<file path="config.mk">
export PLATFORM = sky130hd
export DESIGN_NAME = ccff_chain_loader
export DESIGN_NICKNAME = d
export VERILOG_FILES = /design/src/rtl/ccff_chain_loader.sv
export SDC_FILE = /design/constraint.sdc
export NUM_CORES = 1
export LEC_CHECK = 0
export CAP_MARGIN = 5
export CORE_ASPECT_RATIO = 1.1
export CORE_MARGIN = 4
export CORE_UTILIZATION = 30
export CTS_BUF_LIST = sky130_fd_sc_hd__clkbuf_8 sky130_fd_sc_hd__clkbuf_16
export CTS_CLUSTER_DIAMETER = 60
export DETAILED_ROUTE_END_ITERATION = 12
export PLACE_DENSITY_LB_ADDON = 0.2
export SYNTH_ARGS = -nofsm -noshare
export SYNTH_HDL_FRONTEND = slang
export SYNTH_SLANG_ARGS = --single-unit
export TNS_END_PERCENT = 10
</file>
<file path="constraint.sdc">
create_clock -name prog_clk -period 2.8 [get_ports prog_clk]
set_input_delay 0.28 -clock prog_clk [delete_from_list [all_inputs] [get_ports prog_clk]]
set_output_delay 0.28 -clock prog_clk [all_outputs]
set_load 0.05 [all_outputs]
</file>
<file path="src/rtl/ccff_chain_loader.sv">
// Serialises valid/ready bitstream words MSB-first onto the configuration-flop chain, one enable per bit.
// Optional CCFF_VERIFY_EN adds CRC-16-CCITT signatures of the bits shifted in (head) and out (tail).
module ccff_chain_loader #(
  parameter int CHAIN_LEN = 256,
  parameter int WORD_W    = 32
) (
  input  logic              prog_clk,
  input  logic              pReset,
  input  logic              start,
  input  logic              abort,
  input  logic [WORD_W-1:0] s_data,
  input  logic              s_valid,
  output logic              s_ready,
  output logic              ccff_head,
  output logic              chain_clk_en,
  input  logic              ccff_tail,
  output logic              busy,
  output logic              done,
  output logic              error
`ifdef CCFF_VERIFY_EN
  ,
  output logic [15:0]       crc_in,
  output logic [15:0]       crc_out
`endif
);

  localparam int CNT_W  = $clog2(CHAIN_LEN + 1);
  localparam int NWORDS = (CHAIN_LEN + WORD_W - 1) / WORD_W;
  localparam int LAST_R = CHAIN_LEN - WORD_W * (NWORDS - 1);
  localparam int WCNT_W = $clog2(NWORDS + 1);
  localparam int SCNT_W = $clog2(WORD_W + 1);

  typedef enum logic [1:0] {ST_IDLE, ST_LOAD, ST_DONE} state_t;

  state_t              state, state_d;
  logic [WORD_W-1:0]   sh_data, sh_data_d, hold_data, hold_data_d, in_data;
  logic [SCNT_W-1:0]   sh_cnt, sh_cnt_d, hold_cnt, hold_cnt_d, in_cnt;
  logic                hold_valid, hold_valid_d;
  logic [WCNT_W-1:0]   word_cnt, word_cnt_d;
  logic [CNT_W-1:0]    bit_cnt, bit_cnt_d;
  logic                error_d, en_d, head_d, ready_d;
  logic                shift, accept, last_word;

  assign busy = (state != ST_IDLE);
  assign done = (state == ST_DONE);

  // The final word carries only LAST_R bits in its low end; align them to the MSB.
  assign last_word = (word_cnt == WCNT_W'(NWORDS - 1));
  assign in_data   = last_word ? (s_data << (WORD_W - LAST_R)) : s_data;
  assign in_cnt    = last_word ? SCNT_W'(LAST_R) : SCNT_W'(WORD_W);

  // A registered enable means the shifter held a valid bit in LOAD this cycle.
  assign shift  = chain_clk_en;
  assign accept = s_valid && s_ready;

  always_comb begin
    // NOTE: every variable gets a default first so no path can infer a latch.
    state_d      = state;
    sh_data_d    = sh_data;
    sh_cnt_d     = sh_cnt;
    hold_data_d  = hold_data;
    hold_cnt_d   = hold_cnt;
    hold_valid_d = hold_valid;
    word_cnt_d   = word_cnt;
    bit_cnt_d    = bit_cnt;
    error_d      = error;
    case (state)
      ST_IDLE: if (start) begin
        state_d      = ST_LOAD;
        error_d      = 1'b0;
        bit_cnt_d    = '0;
        word_cnt_d   = '0;
        sh_cnt_d     = '0;
        hold_valid_d = 1'b0;
      end
      ST_LOAD: begin
        if (shift) begin
          sh_data_d = sh_data << 1;
          sh_cnt_d  = sh_cnt - 1'b1;
          bit_cnt_d = bit_cnt + 1'b1;
        end
        // Reload in the same cycle the last bit leaves, so a full stream has no bubbles.
        if (sh_cnt_d == '0 && hold_valid) begin
          sh_data_d    = hold_data;
          sh_cnt_d     = hold_cnt;
          hold_valid_d = 1'b0;
        end
        if (accept) begin
          word_cnt_d = word_cnt + 1'b1;
          if (sh_cnt_d == '0) begin
            sh_data_d = in_data;
            sh_cnt_d  = in_cnt;
          end else begin
            hold_data_d  = in_data;
            hold_cnt_d   = in_cnt;
            hold_valid_d = 1'b1;
          end
        end
        if (abort) begin
          state_d      = ST_IDLE;
          error_d      = 1'b1;
          sh_cnt_d     = '0;
          hold_valid_d = 1'b0;
        end else if (shift && bit_cnt == CNT_W'(CHAIN_LEN - 1)) begin
          state_d = ST_DONE;
        end
      end
      ST_DONE: state_d = ST_IDLE;
      default: state_d = ST_IDLE;
    endcase
    en_d    = (state_d == ST_LOAD) && (sh_cnt_d != '0);
    head_d  = en_d ? sh_data_d[WORD_W-1] : ccff_head;
    ready_d = (state_d == ST_LOAD) && !hold_valid_d && (word_cnt_d < WCNT_W'(NWORDS));
  end

  always_ff @(posedge prog_clk) begin
    // NOTE: sequential state uses non-blocking assignments so every register samples pre-edge values.
    if (pReset) begin
      state        <= ST_IDLE;
      sh_data      <= '0;
      sh_cnt       <= '0;
      hold_data    <= '0;
      hold_cnt     <= '0;
      hold_valid   <= 1'b0;
      word_cnt     <= '0;
      bit_cnt      <= '0;
      error        <= 1'b0;
      chain_clk_en <= 1'b0;
      ccff_head    <= 1'b0;
      s_ready      <= 1'b0;
    end else begin
      state        <= state_d;
      sh_data      <= sh_data_d;
      sh_cnt       <= sh_cnt_d;
      hold_data    <= hold_data_d;
      hold_cnt     <= hold_cnt_d;
      hold_valid   <= hold_valid_d;
      word_cnt     <= word_cnt_d;
      bit_cnt      <= bit_cnt_d;
      error        <= error_d;
      chain_clk_en <= en_d;
      ccff_head    <= head_d;
      s_ready      <= ready_d;
    end
  end

`ifdef CCFF_VERIFY_EN
  function automatic logic [15:0] crc_step(input logic [15:0] c, input logic b);
    return {c[14:0], 1'b0} ^ ((c[15] ^ b) ? 16'h1021 : 16'h0000);
  endfunction

  // crc_out of a reload equals crc_in of the previous load when the chain is intact.
  always_ff @(posedge prog_clk) begin
    if (pReset || (state == ST_IDLE && start)) begin
      crc_in  <= 16'hFFFF;
      crc_out <= 16'hFFFF;
    end else if (chain_clk_en) begin
      crc_in  <= crc_step(crc_in, ccff_head);
      crc_out <= crc_step(crc_out, ccff_tail);
    end
  end
`else
  logic tail_unused;
  assign tail_unused = ccff_tail;
`endif

endmodule

</file>
==> results.json, run 1 <==
{
  "p_total_mw": 2.77,
  "max_slew_margin_pct": 59.5,
  "antenna_found_initial": 0,
  "p_leak_nw": 1.90,
  "max_freq_ghz": 0.368,
  "vias_per_cell": 5.06,
  "wl_per_cell_um": 15.8,
  "placementRows": 47,
  "die_x_um": 126,
  "reg2reg_depth": 8,
  "reg2reg_slack_ps": 80,
  "dp_hpwl_um": 7360,
  "place_congestion": 0.781,
  "placedInstanceArea_sq_um": 5170,
  "synth_fa_ha_area_share_pct": 1.09,
  "hp-class": "in -> reg",
  "cts_tree": "built",
  "syn-num-nets": 543,
  "crit_path_start": "sh_cnt[0]$_SDFF_PP0_",
  "skew_ps": 11.8,
  "utilization_pct": 36.9,
  "status": "finished clean",
  "muxShareOfSynthArea_pct": 14.4,
  "antenna_cells": 0,
  "seq_power_share_pct": 47.5,
  "cp_slowest_cell": "a311o_2",
  "ir_drop_v": 0.000282,
  "worstPathCellList": "buf_4, or3_1, or3_1, a311o_2, nor3_4, clkbuf_16, mux2i_1, o21ai_2",
  "seq_area_frac_synth_pct": 39.8,
  "final_cell_count_no_fill": 737,
  "grt.total_usage_pct": 13.5,
  "netSwitchingFraction_pct": 23.1,
  "cp_num_buf_inv": 2,
  "grt_pass1_vias": 3612,
  "dieArea_sq_um": 17300,
  "synth_compound_area_share_pct": 22.1,
  "p_int_mw": 2.13,
  "grt_pass1_wl_um": 18600,
  "period_share_pct": 97.1,
  "tightest_slew_ps": 605,
  "arrival_ps": 2950,
  "synth_top_family_by_area": "compound AO/OA/AOI/OAI gates",
  "synth_enable_flop_cells": 0,
  "synth-xor-area-share_pct": 1.89,
  "syn_inst": 501,
  "setup_viol": 0,
  "clockPowerShare_pct": 44.9,
  "die_h_um": 138,
  "cp-end-kind": "flop",
  "path_clk_slew_ps": 60,
  "area_growth_pct": 20.8,
  "maxCapViolCount": 0,
  "numPlacedInstances": 719,
  "timing.critical_path.mode_cell": "or3_1",
  "rr_endpoint": "sh_data[2]$_SDFFE_PP0P_",
  "insertion_delay_ps": 350,
  "finalMaxSlewViolations": 0,
  "p_sw_mw": 0.639,
  "max_stage_delay_ps": 500,
  "fillCellCount": 1526,
  "critPathRequiredTime_ps": 3030,
  "p_comb_share_pct": 7.6,
  "critPathTopFamily": "simple AND/OR/NAND/NOR gates",
  "fin_area_sq_um": 5530,
  "grt_max_degree": 38,
  "cp-start-kind": "flop",
  "critPathMaxFanout": 15,
  "synth_seq_cells": 91,
  "routed_wl_um": 11600,
  "ys_types": 58,
  "synth_simple_gate_area_share_pct": 15.4,
  "drc": 0,
  "drive_gt1_share_pct": 19.2,
  "grt-ovfl-total": 0,
  "cp_num_cells": 8,
  "coreArea_sq_um": 15000,
  "synth_area_per_cell_sq_um": 9.14,
  "pin_count": 44,
  "io_buffers": 42,
  "first_iter_violations": 269,
  "dr.pass1.iters": 4,
  "root_buffer": "clkbuf_16",
  "initial_core_util_pct": 30.5,
  "power_density_nw_per_um2": 502,
  "clock_sinks": 91,
  "vias": 3730,
  "cts_hold_buf": 0,
  "num-nets-final": 579,
  "htreeDepth": 3,
  "clockBufferDepth": 2,
  "r2r-start": "sh_cnt[0]$_SDFF_PP0_",
  "cts_buffers": 9,
  "synthesis.area_sq_um": 4580,
  "synthArstFlopShare_pct": 0,
  "critPathKind": "reg -> reg",
  "hold_viol": 0,
  "period_minus_slack_ps": 2720,
  "crit_path_end": "sh_data[2]$_SDFFE_PP0P_",
  "yosysWarnings": 0,
  "ant_nets": 0,
  "synth_ff_type": "dfxtp_1",
  "hold_depth": 2
}
## cell usage in the layout (no fill, tap or decap), types with 2 or more instances in the layout
| cell type | instances |
|---|---|
| xor2_1 | 8 |
| a211oi_1 | 3 |
| a21oi_1 | 45 |
| nor2_2 | 2 |
| nand2_1 | 84 |
| nor3_1 | 6 |
| clkbuf_8 | 2 |
| inv_1 | 8 |
| or4b_1 | 2 |
| or3_1 | 3 |
| nand4_1 | 3 |
| and3_1 | 2 |
| o211a_1 | 4 |
| ha_1 | 4 |
| nand3_1 | 4 |
| o21bai_1 | 2 |
| dfxtp_1 | 90 |
| clkdlybuf4s50_1 | 41 |
| clkinv_4 | 2 |
| nor2b_1 | 4 |
| buf_12 | 4 |
| clkbuf_16 | 10 |
| buf_4 | 12 |
| a22oi_1 | 34 |
| mux2_2 | 30 |
| o21ai_2 | 30 |
| o21ai_0 | 4 |
| nor2_1 | 30 |
| and2_1 | 3 |
| mux2i_1 | 32 |
## per-layer routing
| metal | global-route usage, % | vias up | wire length, um |
|---|---|---|---|
| met5 | 0 | - | 0 |
| met4 | 3.58 | 0 | 117 |
| met3 | 3.68 | 12 | 478 |
| met2 | 23.5 | 67 | 5740 |
| met1 | 16.6 | 1784 | 5310 |
| li1 | - | 1867 | - |
## worst min-delay path by stage
stage                                from                         end  slack [ps]
6_report                           pReset  hold_data[30]$_SDFFE_PP0P_         340
5_1_grt                            pReset  hold_data[30]$_SDFFE_PP0P_         340
4_1_cts                            pReset  hold_data[11]$_SDFFE_PP0P_         320
3_5_place_dp   hold_data[20]$_SDFFE_PP0P_  hold_data[20]$_SDFFE_PP0P_         450
3_3_place_gp   hold_data[26]$_SDFFE_PP0P_  hold_data[26]$_SDFFE_PP0P_         440
2_1_floorplan                      pReset         state[0]$_SDFF_PP0_         360
## metrics by stage
stage / setup TNS [ps] / hold WS (ps) / setup WS [ps]
global route: -0.291 / 341 / -0.291
finish: 0 / 341 / 81.5
floorplan: 0 / 357 / 215
global placement: 0 / 441 / 169
detailed placement: 0 / 447 / 91.1
CTS: 0 / 320 / 91.6
## power by group through the flow
stage	clock [mW]	combinational (mW)	sequential (mW)
2_1_floorplan	0	0.101	1.35
3_3_place_gp	0	0.208	1.35
3_5_place_dp	0	0.209	1.35
4_1_cts	1.30	0.210	1.32
5_1_grt	1.35	0.227	1.32
6_report	1.24	0.210	1.32
## kinds of logic after synthesis
| group | after synthesis |
|---|---|
| and+or+nand+nor | 153 |
| AOI/OAI and AO/OA | 141 |
| DFF | 91 |
| muxes | 62 |
| buffers and inverters | 41 |
| xor gates and xnor gates | 9 |
| adders and majority gates | 4 |
## state kept, by name (all words and copies together), names as in the netlist
name / count
sh_data: 32
sh_cnt: 6
bit_cnt: 9
s_ready: 1
word_cnt: 4
hold_cnt: 1
state: 2
hold_data: 32
chain_clk_en: 1
ccff_head: 1
error: 1
hold_valid: 1
## cells in the mapped netlist, types with 2 or more instances
cell	number	share of area (%)
a211o_1	2	0.38
a211oi_1	3	0.49
a21oi_1	45	4.9
a22oi_1	34	5.6
and2_1	3	0.41
and3_1	2	0.27
buf_1	2	0.16
buf_2	7	0.77
buf_4	3	0.49
buf_6	5	1.2
buf_8	3	0.98
clkbuf_1	14	1.1
dfxtp_1	91	40
ha_1	4	1.1
inv_1	7	0.57
mux2_2	30	7.4
mux2i_1	32	7.0
nand2_1	84	6.9
nand3_1	4	0.44
nand4_1	3	0.41
nor2_1	32	2.6
nor2b_1	4	0.55
nor3_1	6	0.66
o211a_1	4	0.87
o21ai_0	4	0.44
o21ai_2	30	5.7
o21bai_1	2	0.33
or3_1	3	0.41
or4b_1	2	0.44
xor2_1	8	1.5
## area by class of cell
type / count / area [sq um] / share of cell area [%]
Multi-Input combinational cell: 369 / 2520 / 45.6
Timing Repair Buffer: 59 / 611 / 11.0
Clock buffer: 11 / 253 / 4.57
Tap cell: 196 / 245 / 4.44
Inverter: 7 / 26.3 / 0.475
Clock inverter: 4 / 51.3 / 0.928
Sequential cell: 91 / 1820 / 33.0
## what timing repair did
action / in CTS / in global routing
setup endpoints to repair: 0 / 32
resized for setup: 0 / 3
buffers inserted: 0 / 2
Power figures use the tool's default switching activity.
==> run 2: changes to the inputs <==
- CELL_PAD_IN_SITES_DETAIL_PLACEMENT: unset -> 1
- CELL_PAD_IN_SITES_GLOBAL_PLACEMENT: unset -> 1
==> run 2 against run 1 <==
Net effect:
- clock power is essentially flat
- critical path depth grew 1
- critical path type unchanged
- core utilization grew 0.31 points
- cell area grew 0.84%
- worst setup slack gained 12 ps
- global-route usage grew 1.5 points
- critical endpoint is now sh_data[13]$_SDFFE_PP0P_
- first-iteration DRC count shrank 54%
- flip-flop and latch count is the same
- non-clock buffer count grew 5
- hold slack gained 49 ps
==> results.json, run 2 (synthesized netlist as in run 1, its figures left out) <==
{
  "htreeDepth": 3,
  "placementRows": 47,
  "p_total_mw": 2.76,
  "r2r-start": "sh_cnt[0]$_SDFF_PP0_",
  "rsz0062_at_grt": "no",
  "final_cell_mix": "dfxtp_1, nand2_1, a21oi_1",
  "routed_wl_um": 12800,
  "arrival_ps": 2950,
  "max_freq_ghz": 0.370,
  "path_clk_slew_ps": 60,
  "cts_buffers": 9,
  "period_share_pct": 96.6,
  "rr_endpoint": "sh_data[13]$_SDFFE_PP0P_",
  "grt_pass1_vias": 4048,
  "cp_slowest_cell": "a311o_2",
  "drc": 0,
  "ir_drop_v": 0.000264,
  "critPathRequiredTime_ps": 3040,
  "multi_input_area_sq_um": 2530,
  "cp-start-kind": "flop",
  "grt.total_usage_pct": 15.0,
  "insertion_delay_ps": 350,
  "ant_nets": 0,
  "fillCellCount": 1732,
  "reg_top3": "hold_data x32, sh_data x32, bit_cnt x9",
  "busiest_layer": "met2",
  "critPathTopFamily": "simple AND/OR/NAND/NOR gates",
  "clock_sinks": 91,
  "p_leak_nw": 1.93,
  "grt_pass1_wl_um": 20700,
  "dp_hpwl_um": 8350,
  "crit_path_start": "sh_cnt[0]$_SDFF_PP0_",
  "critPathKind": "reg -> reg",
  "setup_viol": 0,
  "period_minus_slack_ps": 2710,
  "maxCapViolCount": 0,
  "reg2reg_depth": 9,
  "cp_num_cells": 9,
  "critPathMaxFanout": 16,
  "hp-class": "in -> reg",
  "pre_cts_ws_ps": 28.6,
  "pin_count": 44,
  "grtUsageMet2_pct": 26.0,
  "cp-end-kind": "flop",
  "hold_depth": 2,
  "status": "finished clean",
  "io_buffers": 42,
  "die_h_um": 138,
  "die_x_um": 126,
  "dr.pass1.iters": 4,
  "place_congestion": 0.760,
  "antenna_cells": 0,
  "dieArea_sq_um": 17300,
  "worstPathCellList": "buf_4, or3_1, or3_1, a311o_2, nor3_4, buf_4, buf_12, mux2i_1, o21ai_2",
  "vias": 3842,
  "grt-ovfl-total": 0,
  "finalMaxSlewViolations": 0,
  "tightest_slew_ps": 528,
  "layout_commonest_cell": "dfxtp_1",
  "max_stage_delay_ps": 500,
  "use_met1_pct": 18.6,
  "drive_gt1_share_pct": 19.9,
  "vias_per_cell": 5.16,
  "use_met3_pct": 3.10,
  "cp_num_buf_inv": 3,
  "antenna_found_initial": 0,
  "regArea_sq_um": 1820,
  "crit_path_end": "sh_data[13]$_SDFFE_PP0P_",
  "wl_per_cell_um": 17.2,
  "setup_slack_ps": 93.9,
  "cts_tree": "built",
  "cts_hold_buf": 0,
  "max_slew_margin_pct": 64.8,
  "first_iter_violations": 124,
  "grt_max_degree": 32,
  "root_buffer": "clkbuf_16",
  "hold_viol": 0,
  "power_density_nw_per_um2": 495,
  "num-nets-final": 585,
  "initial_core_util_pct": 30.5,
  "skew_ps": 5.97,
  "reg2reg_slack_ps": 90,
  "coreArea_sq_um": 15000,
  "area_growth_pct": 21.8,
  "fin_tns_setup_ps": 0,
  "clockBufferDepth": 2
}
run 2: cell types whose count changed in the layout (fill, tap and decap cells not counted), sizes merged:
cell,delta
a311o,+1
buf,+5
clkbuf,-1
clkinvlp,+2
inv,+1
clkinv,-1
run 2: layout make-up:
type / count / share of cell area (%)
clock buffer: 10 / 4.29
clock inverter: 6 / 1.03
inverter: 7 / 0.471
timing repair buffer: 64 / 11.7
sequential: 91 / 32.7
multi-input combinational: 370 / 45.4
tap: 196 / 4.40
run 2: repair_timing:
action,CTS,global route
setup buffers,0,2
gates resized for setup,0,2
endpoints found under the setup margin,0,58
run 2: report_power, final:
| part | internal, mW | total (mW) | switching, mW |
|---|---|---|---|
| clock | 0.708 | 1.23 | 0.520 |
| combinational | 0.0936 | 0.216 | 0.122 |
| sequential | 1.31 | 1.32 | 0.0117 |
run 2: metal layers:
metal | part of all wire (%) | wire length, um
met5 | 0 | 0
met4 | 1.6 | 204
met3 | 2.8 | 352
met2 | 50 | 6380
met1 | 46 | 5840
run 2: worst min-delay path by stage:
stage,from,to,slack [ps]
2_1_floorplan,pReset,state[0]$_SDFF_PP0_,360
3_3_place_gp,hold_data[27]$_SDFFE_PP0P_,hold_data[27]$_SDFFE_PP0P_,440
3_5_place_dp,hold_data[21]$_SDFFE_PP0P_,hold_data[21]$_SDFFE_PP0P_,450
4_1_cts,pReset,sh_cnt[2]$_SDFF_PP0_,390
5_1_grt,pReset,sh_cnt[0]$_SDFF_PP0_,420
6_report,pReset,chain_clk_en$_SDFF_PP0_,390
run 2: metrics by stage:
step           util, %  instance area, sq um  hold slack (ps)  std cells
2_1_floorplan        -                  4580              357        501
3_3_place_gp      34.8                  5220              441        723
3_5_place_dp      34.8                  5220              450        723
4_1_cts           36.8                  5510              388        739
5_1_grt           37.2                  5580              418        744
6_report          37.2                  5580              390        744
==> run 3: changes to the inputs <==
- SKIP_LAST_GASP: unset -> 1
==> results of run 3 <==
Same layout as run 2: the final DEF is identical, and so are final timing and power.
